**src/rtl/operand_sel_reg.sv**
```systemverilog
// operand_sel_reg
//   Operand-select stage: an N-input source multiplexer feeding a
//   load-enabled operand register (the A/B operand latches).
//   Non-memory loads complete on the request edge. Loads from the memory
//   source wait MEM_LAT cycles before capturing, while busy is high.
//
// Ports
//   clk         rising-edge clock
//   reset       asynchronous active-low reset
//   srcData     flattened sources, source i at [i*WIDTH +: WIDTH]
//   muxControl  source select, sampled together with loadReq
//   loadReq     request to load the selected source into regOut
//   muxOut      combinational mux of srcData (zero for out-of-range select)
//   regOut      operand register
//   busy        high while a memory-source load is waiting
//   loadDone    one-cycle pulse after regOut has been updated
//   reqDropped  one-cycle pulse when a loadReq was ignored (load pending)

module operand_sel_reg #(
  parameter int               WIDTH     = 32,
  parameter int               NUM_IN    = 4,
  parameter int               SEL_W     = 2,
  parameter int               MEM_SRC   = 0,
  parameter int               MEM_LAT   = 1,
  parameter logic [WIDTH-1:0] RESET_VAL = '0
) (
  input  logic                    clk,
  input  logic                    reset,
  input  logic [NUM_IN*WIDTH-1:0] srcData,
  input  logic [SEL_W-1:0]        muxControl,
  input  logic                    loadReq,
  output logic [WIDTH-1:0]        muxOut,
  output logic [WIDTH-1:0]        regOut,
  output logic                    busy,
  output logic                    loadDone,
  output logic                    reqDropped
);

  // Every select code gets a slot; codes at or above NUM_IN read zero,
  // so the mux needs no separate range compare.
  localparam int NUM_SLOT = 1 << SEL_W;

  // Memory loads with zero latency behave exactly like ordinary loads.
  localparam bit HAS_WAIT = (MEM_LAT > 0);

  // Counter start value; only meaningful when a wait state exists.
  localparam logic [3:0] LAT_M1 = HAS_WAIT ? 4'(MEM_LAT - 1) : 4'd0;

  generate
    if (NUM_IN < 2 || NUM_IN > 16) begin : g_bad_num_in
      $error("operand_sel_reg: NUM_IN must be 2..16");
    end
    if (NUM_IN > NUM_SLOT) begin : g_bad_sel_w
      $error("operand_sel_reg: SEL_W too small for NUM_IN");
    end
    if (MEM_SRC < 0 || MEM_SRC >= NUM_IN) begin : g_bad_mem_src
      $error("operand_sel_reg: MEM_SRC out of range");
    end
    if (MEM_LAT < 0 || MEM_LAT > 15) begin : g_bad_mem_lat
      $error("operand_sel_reg: MEM_LAT must be 0..15");
    end
  endgenerate

  typedef enum logic {
    S_IDLE = 1'b0,
    S_WAIT = 1'b1
  } state_t;

  state_t                 state_reg;
  logic   [3:0]           cnt_reg;
  logic   [WIDTH-1:0]     src_arr [NUM_SLOT];
  logic   [WIDTH-1:0]     mem_data;
  logic                   sel_is_mem;

  genvar gi;
  generate
    for (gi = 0; gi < NUM_SLOT; gi++) begin : g_src
      if (gi < NUM_IN) begin : g_used
        assign src_arr[gi] = srcData[gi*WIDTH +: WIDTH];
      end else begin : g_empty
        assign src_arr[gi] = '0;
      end
    end
  endgenerate

  assign muxOut     = src_arr[muxControl];
  assign mem_data   = srcData[MEM_SRC*WIDTH +: WIDTH];
  assign sel_is_mem = (muxControl == SEL_W'(MEM_SRC));

  always_ff @(posedge clk or negedge reset) begin
    if (!reset) begin
      state_reg  <= S_IDLE;
      cnt_reg    <= 4'd0;
      regOut     <= RESET_VAL;
      busy       <= 1'b0;
      loadDone   <= 1'b0;
      reqDropped <= 1'b0;
    end else begin
      // Both status outputs are single-cycle pulses unless re-set below.
      loadDone   <= 1'b0;
      reqDropped <= 1'b0;
      case (state_reg)
        S_IDLE: begin
          if (loadReq) begin
            if (HAS_WAIT && sel_is_mem) begin
              state_reg <= S_WAIT;
              cnt_reg   <= LAT_M1;
              busy      <= 1'b1;
            end else begin
              regOut   <= muxOut;
              loadDone <= 1'b1;
            end
          end
        end
        S_WAIT: begin
          // No queueing: any request seen while waiting is dropped,
          // including one on the capture edge itself.
          reqDropped <= loadReq;
          if (cnt_reg == 4'd0) begin
            // Capture always from the memory source; muxControl may
            // have moved on since the request.
            regOut    <= mem_data;
            loadDone  <= 1'b1;
            busy      <= 1'b0;
            state_reg <= S_IDLE;
          end else begin
            cnt_reg <= cnt_reg - 4'd1;
          end
        end
        default: begin
          state_reg <= S_IDLE;
        end
      endcase
    end
  end

endmodule
```
**config.mk**
```make
export PLATFORM = sky130hd
export DESIGN_NAME = operand_sel_reg
export DESIGN_NICKNAME = d
export VERILOG_FILES = /design/src/rtl/operand_sel_reg.sv
export SDC_FILE = /design/constraint.sdc
export NUM_CORES = 1
export LEC_CHECK = 0
export BUFFER_PORTS_ARGS = -buffer_cell sky130_fd_sc_hd__buf_2
export CORE_MARGIN = 5
export CORE_UTILIZATION = 39
export DETAILED_ROUTE_END_ITERATION = 10
export GPL_TIMING_DRIVEN = 1
export PLACE_DENSITY = 0.88
export SYNTH_ARGS = -nofsm -noshare
export SYNTH_HDL_FRONTEND = slang
export SYNTH_SLANG_ARGS = --single-unit
export TNS_END_PERCENT = 1
```
**constraint.sdc**
```tcl
create_clock -name clk -period 1.95 [get_ports clk]
set_input_delay 0.2925 -clock clk [delete_from_list [all_inputs] [get_ports clk]]
set_output_delay 0.2925 -clock clk [all_outputs]
set_load 0.05 [all_outputs]
```
# ---- Word level (Yosys, flattened, before mapping)
# Index checks and enable logic that the tools add are counted.
dict set report word_totals {
  inputBits 133
  ramBits 0
  elab_cells 44
  ff_bits 40
  latchBits 0
  out_inout_bits 67
  romBits 0
  mem_count 0
}
dict set report op_classes {
  shifts 0
  bitwise_logic 2
  n_div 0
  reduce_logical 5
  mux 24
  eq_ne 5
  addsub 1
  multipliers 0
  magnitude_cmp 1
}
# operator n
set op_table {}
lappend op_table {{$mux 32} 5}
lappend op_table {{$bmux 32 s2} 1}
lappend op_table {{$pmux 32 s2} 1}
lappend op_table {{$mux 4} 3}
lappend op_table {{$mux 1} 10}
lappend op_table {{$reduce_and 3->1} 3}
lappend op_table {{$ne 2x2->1 const B} 4}
lappend op_table {{$pmux 4 s2} 1}
lappend op_table {{$pmux 1 s2} 3}
lappend op_table {{$logic_not 4->1} 1}
lappend op_table {{$sub 4x1->4 const B} 1}
lappend op_table {{$ge 3x3->1 const B} 1}
lappend op_table {{$not 2->3} 1}
lappend op_table {{$logic_not 2->1} 1}
lappend op_table {{$ne 2x1->1 const B} 1}
lappend op_table {{$not 1->1} 1}

# ---- Longest topological paths before layout
# Gate-level depths: netlist of the first run.
dict set report logic_depth {
  depth_word 7
  ltp_mapped 7
  depth_no_buf 5
}

# ---- Worst setup path after synthesis of the first run
# Ideal clock, no wire load.
dict set report synth_path {
  path_type {input port to flip-flop}
  start {input port muxControl[1]}
  end {register regOut[25]}
  path_buffers 2
  setup_slack_ns 0.078
  stages 5
  arrival_time_ns 1.746
  setup_ns 0.126
  required_time_ns 1.824
  cell_sequence {clkbuf_1 buf_2 mux4_1 and3_1 a221o_1}
}
dict set report synth_between {
  elab_chain_cells 7
  elab_cells_between_ends 10
  classes_between {eq/ne: 1; mux: 6; bitwise: 1; reduce/logical: 2}
}
# element line_no
set synth_lines {}
lappend synth_lines {{start: declaration} 30} ;# input logic [SEL_W-1:0] muxControl,
lappend synth_lines {{$not 2->3 (not written as such)} 86} ;# assign muxOut = src_arr[muxControl];
lappend synth_lines {{$bmux 32 s2} 86}
lappend synth_lines {{$mux 32 (not written as such) (2 in series)} 86}
lappend synth_lines {{via muxOut[25]} 32} ;# output logic [WIDTH-1:0] muxOut,
lappend synth_lines {{$mux 32} 105} ;# if (HAS_WAIT && sel_is_mem) begin
lappend synth_lines {{$mux 32} 104} ;# if (loadReq) begin
lappend synth_lines {{$pmux 32 s2} 102} ;# case (state_reg)
lappend synth_lines {{end signal: assignment} 110} ;# regOut <= muxOut;
lappend synth_lines {{end signal: assignment} 122} ;# regOut <= mem_data;
lappend synth_lines {{end: declaration} 33} ;# output logic [WIDTH-1:0] regOut,
# The timed path passes the listed nets, and every way through them passes these cells. The select of a mux whose other input is x is not followed.
# A chain may end at the register's enable or synchronous reset.

# ---- Worst setup path after layout of the first run
dict set report layout_path {
  start {register cnt_reg[0]}
  end {register regOut[23]}
}
dict set report layout_between {
  elab_chain_cells 3
}
# element line_no
set layout_lines {}
lappend layout_lines {{start: declaration} 70} ;# logic [3:0] cnt_reg;
lappend layout_lines {{start signal: assignment} 127} ;# cnt_reg <= cnt_reg - 4'd1;
lappend layout_lines {{$logic_not 4->1} 119} ;# if (cnt_reg == 4'd0) begin
lappend layout_lines {{$ne 2x1->1 (no line)} --}
lappend layout_lines {{$reduce_and 3->1 (no line)} --}
# No other way between the ends.

==> results of run 1 <==
==> per-stage QoR <==
step | total power, uW | setup WS (ns) | utilization [%] | instances
final | 3058 | 0.1795 | 58.91 | 459
after global routing | 3215 | 0.07612 | 58.91 | 459
after CTS | 3091 | 0.1691 | 58.91 | 459
after detailed placement | 2510 | 0.05400 | 57.31 | 450
after global placement | 2478 | 0.1345 | 57.31 | 450
after floorplan | 2077 | 0.07842 | - | 185
==> area by class of cell <==
type	instances	area, sq um
Clock buffer	6	82.58
Clock inverter	2	10.01
Fill cell	554	2624
Inverter	5	18.77
Multi-Input combinational cell	119	1448
Sequential cell	40	1001
Tap cell	77	96.34
Timing Repair Buffer	210	1106
==> worst min-delay path by stage <==
stage / from / to / cells past startpoint
final: loadReq / reqDropped / 2
after global routing: srcData[3] / regOut[3] / 2
after CTS: loadReq / reqDropped / 2
after detailed placement: reset / busy / 1
after global placement: reset / busy / 1
after floorplan: reset / busy / 0
==> cell usage after synthesis <==
cell and instances:
buf_2 7, buf_6 1, clkbuf_1 10, nand3_1 3
nor3_1 1, nand2_1 2, buf_12 3, ha_1 2
and2_1 1, inv_1 5, or3b_2 1, o21ai_0 2
or4b_4 1, o31ai_1 1, nor2b_1 1, nor4bb_1 1
a21oi_1 1, a21oi_2 1, o211ai_1 1, mux4_1 3
a221o_1 32, nor3b_1 1, dfrtp_1 40, mux4_2 29
and3_1 32, mux2i_1 2, or2_2 1
==> where the power goes <==
part	leakage, uW	switching (uW)	internal, uW
Combinational	0.00144	1000	464
Clock	0.0000510	287	282
Sequential	0.000496	72.9	952
==> cells by family (layout without fill, tap and decap cells) <==
kind of cell	after synthesis	count (layout)
AOI/OAI and AO/OA	38	38
DFF	40	40
muxes	34	34
adders and majority gates	2	2
buffers and inverters	26	223
and+or+nand+nor	45	45
==> worst reg2reg max path, cell delays in order (launching register included) <==
cell	delay (ns)
dfrtp_1	0.38
inv_1	0.11
ha_1	0.21
nor4bb_4	0.37
a21oi_4	0.05
buf_4	0.22
a221o_1	0.32
==> metal layers <==
| layer | wire length (um) | GRT usage (%) |
|---|---|---|
| met1 | 3163 | 25.09 |
| met2 | 4806 | 37.83 |
| met3 | 782 | 5.289 |
| met4 | 157 | 7.090 |
| met5 | 0 | 0 |
==> results.md, run 1 <==
- Status: complete, no violations
- Initial antenna violation count: 0
- Leakage: 0.001992 uW
- Ys Warns: 0
- Yosys reg bits: 40
- GRT Util Overall: 21.34%
- Simple logic cell fraction of the synthesized area: 11.08%
- Initial core utilization: 40.50%
- Worst R2R Start: cnt_reg[0]
- Setup repair bufs after CTS: 0
- FF-to-FF path depth: 6
- Largest family of logic cells by synthesized area: multiplexers
- Crit Reg-Reg Endpoint: regOut[23]
- Slew of the pin with the lowest slew margin: 0.5638 ns
- Final WL: 8.910 mm
- Final Setup Violations: 0
- Fin crit share: 90.79%
- Final hold violation count: 0
- Avg Inst Size Synth: 13.98 sq um
- Compound-Gate Fraction of Synth Area: 13.88%
- Worst skew pair latency: 0.29 ns
- Clock slew at reported path FFs: 0.08 ns
- Vias: 2671
- Skew final: 0.007779 ns
- Number of global-route vias before repair: 2966
- Fmax: 0.5648 GHz
- Depth of the CTS H-tree: 2
- Num rows: 29
- Crit start category: register
- Io pins: 200
- Largest fanout on the critical path: 19
- Bufs and invs on worst path: 2
- Peak VDD IR: 494.0 uV
- Die width: 91.44 um
- Final instance area: 3762 sq um
- DRC Markers: 0
- Gr ovfl total: 0
- Setup crit start: cnt_reg[0]
- Critical path depth: 6
- Commonest non-fill, non-tap cells in the layout: 199 x buf_2, 40 x dfrtp_1, 32 x and3_1, 32 x a221o_1, 29 x mux4_2
- Min Hold Slack: 0.2386 ns
- Synth area leaders: dfrtp_1 39%, mux4_2 25%, a221o_1 12%, and3_1 7.7%, mux4_1 3.0%
- Initial DRC count: 129
- Worst path top cell family by delay: flip-flops
- RSZ-0062 raised after global routing: false
- Synth top area share: 38.70%
- Reg2reg setup slack: 0.18 ns
- Largest net degree at the start of global routing: 34
- Mux contribution to synthesized area: 29.08%
- Crit path to: regOut[23]
- Clock Root Buffer: clkbuf_8
- DP Area: 3660 sq um
- Synth-to-layout area growth: 45.48%
- Core box area: 6386 sq um
- Hold_buf cts: 1
- Cells after synthesis: 185
- Critical Path RT: 2.12 ns
- Post-synthesis xor/xnor area fraction: 0%
- Final Max Slew Viols: 0
- NumNets Final: 516
- Max Root-Sink Buffers: 2
- Mapped Nets: 320
- Sequential share of the synthesized area: 38.70%
- Share of post-route cells with drive strength above 1: 65.97%
- Crit path largest cell delay: 0.38 ns
- Worst Hold Class: in -> reg
- Crit path capture type: register
- CTS-repair resized insts: 0
- Routability cong.: 0.8750
- Most common library cell in the layout ignoring fill and taps: buf_2
- First drt pass iteration count: 4
- Max FFs per register: 32
- Die Area: 8360 sq um
- Shortest period the worst path allows: 1.770 ns
- Maxcap violations: 0
- Routed len/inst: 19.41 um
- P per Cell Area: 812.9 nW/um^2
- Rel. slew slack: 62.41%
- Inserted Diodes: 0
- Critical path arrival: 1.94 ns
- Kind of critical path: reg -> reg
- Post-Syn Area: 2586 sq um
- Post-Synth Adder-Cell Area: 0.9676%
- Antenna viol nets, final: 0
- IO buf count: 199
- Yosys cell types: 27
- DIE HEIGHT: 91.44 um
- # clock sinks: 40
- CTS tree: done
- Critical-path cell list: inv_1, ha_1, nor4bb_4, a21oi_4, buf_4, a221o_1
- Crit path max-delay cell type: dfrtp_1
- Via-per-instance ratio: 5.819
- Num CTS Buffers: 5
- First-pass GRT wire length: 14.41 mm
- Synth area leader: dfrtp_1
- Setup_tns: 0 ns
- DPL Wire Length: 7.273 mm
Power figures use the tool's default switching activity.
==> run 2: changes to the inputs <==
RECOVER_POWER = 25   (was not set)
==> results.md, run 2 (same netlist as run 1, synthesis figures left out) <==
- Crit path largest cell delay: 0.38 ns (about the same)
- Num rows: 29 (unchanged)
- Largest net degree at the start of global routing: 34 (unchanged)
- Clock slew at reported path FFs: 0.08 ns (about the same)
- First-pass GRT wire length: 14.41 mm (unchanged)
- Status: complete, no violations (unchanged)
- Gr ovfl total: 0 (unchanged)
- Setup repair bufs after CTS: 0 (unchanged)
- Setup_tns: 0 ns (unchanged)
- Die Area: 8360 sq um (unchanged)
- Final Max Slew Viols: 0 (unchanged)
- Crit path capture type: register (unchanged)
- Final core utilization: 58.66% (was 58.91%)
- Most common library cell in the layout ignoring fill and taps: buf_2 (unchanged)
- Multi-input logic area: 1448 sq um (unchanged)
- RSZ-0062 raised after global routing: false (unchanged)
- DPL Wire Length: 7.273 mm (unchanged)
- DIE HEIGHT: 91.44 um (unchanged)
- IO buf count: 199 (unchanged)
- Final WL: 8.945 mm (was 8.910 mm)
- Fmax: 0.5644 GHz (was 0.5648 GHz)
- Layout fillers: 559 (was 554)
- Vias: 2635 (was 2671)
- Share of post-route cells with drive strength above 1: 62.57% (was 65.97%)
- Max Root-Sink Buffers: 2 (unchanged)
- Crit path max-delay cell type: dfrtp_1 (unchanged)
- Critical-path cell list: inv_1, ha_1, nor4bb_4, a21oi_4, buf_4, a221o_1 (unchanged)
- Core box area: 6386 sq um (unchanged)
- Routed len/inst: 19.49 um (was 19.41 um)
- Io pins: 200 (unchanged)
- Antenna viol nets, final: 0 (unchanged)
- Final hold violation count: 0 (unchanged)
- Final Setup Violations: 0 (unchanged)
- Post-Place Setup Slack: 0.05400 ns (unchanged)
- Initial core utilization: 40.50% (unchanged)
- Inst Count DP: 450 (unchanged)
- Worst skew pair latency: 0.29 ns (about the same)
- Initial antenna violation count: 0 (unchanged)
- Clock Root Buffer: clkbuf_8 (unchanged)
- Bufs and invs on worst path: 2 (unchanged)
- Num CTS Buffers: 5 (unchanged)
- DRC Markers: 0 (unchanged)
- Rel. slew slack: 58.62% (was 62.41%)
- Register area: 1001 sq um (unchanged)
- Skew final: 0.01014 ns (was 0.007779 ns)
- Routability cong.: 0.8750 (unchanged)
- Critical path arrival: 1.94 ns (about the same)
- DP Area: 3660 sq um (unchanged)
- Maxcap violations: 0 (unchanged)
- Non-filler cells, final: 459 (unchanged)
- Inserted Diodes: 0 (unchanged)
- First drt pass iteration count: 5 (was 4)
- Via-per-instance ratio: 5.741 (was 5.819)
- Slew of the pin with the lowest slew margin: 0.6233 ns (was 0.5638 ns)
- GRT Util Overall: 21.34% (unchanged)
- # clock sinks: 40 (unchanged)
- NumNets Final: 516 (unchanged)
- Fin crit share: 90.86% (was 90.79%)
- Final instance area: 3746 sq um (was 3762 sq um)
- Fin worst setup slack: 0.1782 ns (was 0.1795 ns)
- Worst Hold Class: in -> reg (unchanged)
- Largest fanout on the critical path: 19 (unchanged)
- Initial DRC count: 109 (was 129)
- Hold_buf cts: 1 (unchanged)
- P per Cell Area: 814.2 nW/um^2 (was 812.9 nW/um^2)
- Leakage: 0.001950 uW (was 0.001992 uW)
- Shortest period the worst path allows: 1.772 ns (was 1.770 ns)
- Number of global-route vias before repair: 2966 (unchanged)
- Peak VDD IR: 487.8 uV (was 494.0 uV)
- Crit start category: register (unchanged)
- Synth-to-layout area growth: 44.85% (was 45.48%)
- Max FFs per register: 32 (unchanged)
- Depth of the CTS H-tree: 2 (unchanged)
- Critical Path RT: 2.12 ns (about the same)
- CTS tree: done (unchanged)
- Die width: 91.44 um (unchanged)
- Commonest non-fill, non-tap cells in the layout: 186 x buf_2, 40 x dfrtp_1, 32 x and3_1, 32 x a221o_1, 29 x mux4_2 (was 199 x buf_2, 40 x dfrtp_1, 32 x and3_1, 32 x a221o_1, 29 x mux4_2)
- Worst path top cell family by delay: flip-flops (unchanged)
- Kind of critical path: reg -> reg (unchanged)
- CTS-repair resized insts: 0 (unchanged)
## run 2: changes by cell type in the layout (fill, tap and decap cells not counted)
cell,before,now
and2_0,0,1
and2_1,1,0
buf_2,199,186
clkbuf_1,0,13
## run 2: layer usage
metal | GRT usage (%) | vias to the layer above | part of all wire, %
met5 | 0 | - | 0
met2 | 37.83 | 162 | 53
li1 | - | 1179 | -
met1 | 25.09 | 1273 | 36
met3 | 5.289 | 21 | 8.4
met4 | 7.090 | 0 | 2.1
## run 2: final cells by class
class                           instances  share of cell area, %
Clock buffer                            6                  2.204
Clock inverter                          2                 0.2672
Inverter                                5                 0.5010
Multi-Input combinational cell        119                  38.64
Sequential cell                        40                  26.72
Tap cell                               77                  2.572
Timing Repair Buffer                  210                  29.09
## run 2: final timing paths
path | startpoint | endpoint | slack (ns) | cells after the start
min | loadReq | reqDropped | 0.24 | 2
max reg2reg | cnt_reg[0] | regOut[23] | 0.18 | 6
max in group asynchronous | reset | regOut[28] | 0.80 | 3
min reg2reg | regOut[13] | regOut[13] | 0.51 | 1
min in group asynchronous | reset | reqDropped | 0.50 | 2
max | cnt_reg[0] | regOut[23] | 0.18 | 6
## run 2: worst reg2reg max path, delay by kind of cell, from the launching register on
family,cells,cell delay (ns)
simple gates,1,0.37
buf+inv,2,0.33
fa+ha+maj,1,0.21
compound gates,2,0.37
flops,1,0.38
## run 2: per-stage QoR
| step | hold slack (ns) | power, uW |
|---|---|---|
| after global routing | 0.2371 | 3204 |
| after detailed placement | 0.2951 | 2510 |
| final | 0.2368 | 3050 |
| after CTS | 0.2346 | 3091 |
| after floorplan | -0.003091 | 2077 |
| after global placement | 0.2848 | 2478 |
## run 2: power breakdown
part           internal (uW)  switching [uW]
Sequential               952            74.3
Combinational            452            1000
Clock                    283             288
Total                   1690            1360
==> run 3: changes to the inputs <==
ABC_AREA = 1   (was not set)
CTS_BUF_LIST = sky130_fd_sc_hd__clkbuf_16   (was not set)
GPL_ROUTABILITY_DRIVEN = 1   (was not set)
PLACE_DENSITY = 0.81   (was 0.88)
==> results.md, run 3 <==
- Status: complete, no violations (unchanged)
- Worst R2R Start: cnt_reg[0] (unchanged)
- Mapped Nets: 709 (was 320)
- Synth-to-layout area growth: 31.43% (was 44.85%)
- Kind of critical path: reg -> reg (unchanged)
- Crit Reg-Reg Endpoint: regOut[12] (was regOut[23])
- Die width: 104.3 um (was 91.44 um)
- Ys Warns: 0 (unchanged)
- Crit path max-delay cell type: dfrtp_1 (unchanged)
- Setup_tns: 0 ns (unchanged)
- Worst Hold Class: in -> reg (unchanged)
- Critical path arrival: 1.82 ns (was 1.94 ns)
- Main synth FF type: dfrtp_1 (unchanged)
- Skew final: 0.005820 ns (was 0.01014 ns)
- Sequential share of the synthesized area: 28.84% (was 38.70%)
- Fmax: 0.6047 GHz (was 0.5644 GHz)
- Most frequent cell after synthesis: nand2_1 (was dfrtp_1)
- Setup repair bufs after CTS: 0 (unchanged)
- Io pins: 200 (unchanged)
- First drt pass iteration count: 4 (was 5)
- Most common library cell in the layout ignoring fill and taps: nand2_1 (was buf_2)
- Final Setup Violations: 0 (unchanged)
- Crit path capture type: register (unchanged)
- Hold Path Sink: reqDropped (unchanged)
- Critical-path cell list: inv_1, ha_1, nand3_4, nand2_4, inv_4, nand2_1, nand2_1 (was inv_1, ha_1, nor4bb_4, a21oi_4, buf_4, a221o_1)
- Depth of the CTS H-tree: 2 (unchanged)
- DP Area: 4399 sq um (was 3660 sq um)
- Crit start category: register (unchanged)
- P per Cell Area: 1413 nW/um^2 (was 814.2 nW/um^2)
- Reg2reg setup slack: 0.30 ns (was 0.18 ns)
- Hold_buf cts: 0 (was 1)
- Synth top area share: 32.44% (was 38.70%)
- Leakage: 0.002843 uW (was 0.001950 uW)
- DRC Markers: 0 (unchanged)
- Num CTS Buffers: 5 (unchanged)
- Cells after synthesis: 574 (was 185)
- Yosys cell types: 19 (was 27)
- Most numerous cell on the critical path: nand2_1
- Avg Inst Size Synth: 6.047 sq um (was 13.98 sq um)
- Initial core utilization: 39.99% (was 40.50%)
- Bufs and invs on worst path: 2 (unchanged)
- Largest fanout on the critical path: 32 (was 19)
- Via-per-instance ratio: 4.759 (was 5.741)
- RSZ-0062 raised after global routing: false (unchanged)
- DIE HEIGHT: 104.3 um (was 91.44 um)
- Num rows: 34 (was 29)
- Synth area leaders: nand2_1 32%, dfrtp_1 29%, nand3_1 9.9%, buf_6 8.4%, inv_1 4.9% (was dfrtp_1 39%, mux4_2 25%, a221o_1 12%, and3_1 7.7%, mux4_1 3.0%)
- Number of global-route vias before repair: 3923 (was 2966)
- IO buf count: 199 (unchanged)
- NumNets Final: 889 (was 516)
- Post-synth EDFFs: 0 (unchanged)
- CTS-repair resized insts: 0 (unchanged)
- Routed len/inst: 13.13 um (was 19.49 um)
- Crit path largest cell delay: 0.37 ns (was 0.38 ns)
- Synth top cells by count: 300 x nand2_1, 69 x nand3_1, 45 x inv_1 (was 40 x dfrtp_1, 32 x a221o_1, 32 x and3_1)
- Shortest period the worst path allows: 1.654 ns (was 1.772 ns)
- Max Root-Sink Buffers: 2 (unchanged)
- Worst path top cell family by delay: simple AND/OR/NAND/NOR gates (was flip-flops)
- DPL Wire Length: 8.506 mm (was 7.273 mm)
- Clock Root Buffer: clkbuf_16 (was clkbuf_8)
- Max FFs per register: 32 (unchanged)
- First-pass GRT wire length: 18.57 mm (was 14.41 mm)
- Final hold violation count: 0 (unchanged)
- Clock slew at reported path FFs: 0.06 ns (was 0.08 ns)
- GRT Util Overall: 20.18% (was 21.34%)
- Post-Syn Area: 3471 sq um (was 2586 sq um)
- FFs w/ async S/R, synth: 100.0% (unchanged)
- Slew of the pin with the lowest slew margin: 1.013 ns (was 0.6233 ns)
- Final instance area: 4562 sq um (was 3746 sq um)
- Hold path cells: 3 (was 2)
- Vias: 4112 (was 2635)
- Fin crit share: 84.80% (was 90.86%)
- Maxcap violations: 0 (unchanged)
- Worst min-delay path startpoint: loadReq (unchanged)
- Routability cong.: 0.8146 (was 0.8750)
- Setup crit start: cnt_reg[0] (unchanged)
- FF-to-FF path depth: 7 (was 6)
- Peak VDD IR: 799.0 uV (was 487.8 uV)
- Rel. slew slack: 32.46% (was 58.62%)
- Antenna viol nets, final: 0 (unchanged)
- Die Area: 10890 sq um (was 8360 sq um)
- Yosys reg bits: 40 (unchanged)
- Synth area leader: nand2_1 (was dfrtp_1)
- Critical Path RT: 2.11 ns (was 2.12 ns)
- Core box area: 8678 sq um (was 6386 sq um)
- Gr ovfl total: 0 (unchanged)
- Initial DRC count: 195 (was 109)
- Commonest non-fill, non-tap cells in the layout: 300 x nand2_1, 199 x buf_2, 69 x nand3_1 (was 186 x buf_2, 40 x dfrtp_1, 32 x and3_1, 32 x a221o_1, 29 x mux4_2)
- CTS tree: done (unchanged)
- Largest net degree at the start of global routing: 41 (was 34)
- # clock sinks: 40 (unchanged)
- Final Max Slew Viols: 0 (unchanged)
- Worst skew pair latency: 0.28 ns (was 0.29 ns)
- Initial antenna violation count: 0 (unchanged)
- Final WL: 11.34 mm (was 8.945 mm)
- Share of post-route cells with drive strength above 1: 31.52% (was 62.57%)
==> run 3: changes by cell type in the layout (fill, tap and decap cells not counted), sizes merged, moves of 35 or more <==
cell   before  now
inv         5   49
nand2       2  303
nand3       3   70
nor2        0   35
==> run 3: worst min-delay path, delay by kind of cell <==
kind | cells | cell delay, ns
buffers and inverters | 2 | 0.14
AND/OR/NAND/NOR | 1 | 0.05
==> run 3: cell families (layout without fill, tap and decap cells) <==
kind of cell / Yosys count / count (layout) / synth area share [%]
buf+inv: 87 / 268 / 15.68
other cells: 0 / 1 / 0
simple gates: 408 / 408 / 48.20
compound gates: 37 / 37 / 6.561
flops: 40 / 40 / 28.84
fa+ha+maj: 2 / 2 / 0.7209
==> run 3: routing by layer <==
layer / part of all wire (%) / track usage, %
met5: 0 / 0
met4: 0.95 / 3.885
met3: 9.4 / 4.283
met2: 49 / 36.83
met1: 40 / 24.27
==> run 3: worst max path at each step <==
stage	depth (start not counted)	slack, ns	endpoint
after floorplan	5	0.56	muxOut[23]
after global placement	7	0.33	muxOut[2]
after detailed placement	7	0.32	muxOut[14]
after CTS	7	0.31	regOut[25]
after global routing	7	0.16	regOut[7]
final	7	0.30	regOut[12]
==> run 3: cell type report <==
cell class                      count  area, sq um
Tap cell                          108        135.1
Inverter                           49        188.9
Clock inverter                      3        37.54
Antenna cell                        1        2.502
Timing Repair Buffer              211         1146
Fill cell                         917         4116
Clock buffer                        5        125.1
Multi-Input combinational cell    447         1926
Sequential cell                    40         1001
==> run 3: stage by stage <==
| stage | util, % | cells | total power, uW | hold slack [ns] | setup slack (ns) |
|---|---|---|---|---|---|
| 3_3_place_gp | 50.69 | 855 | 5530 | 0.3927 | 0.3287 |
| 5_1_grt | 52.54 | 863 | 6932 | 0.2399 | 0.1632 |
| 4_1_cts | 52.57 | 863 | 6502 | 0.09941 | 0.3104 |
| 2_1_floorplan | - | 574 | 4715 | -0.003091 | 0.5622 |
| 6_report | 52.57 | 864 | 6447 | 0.2329 | 0.2963 |
| 3_5_place_dp | 50.69 | 855 | 5584 | 0.3993 | 0.3188 |
==> run 3: where the power goes <==
| part | switching, uW | internal (uW) |
|---|---|---|
| logic | 3000 | 1070 |
| clock network | 306 | 594 |
| registers | 230 | 1250 |
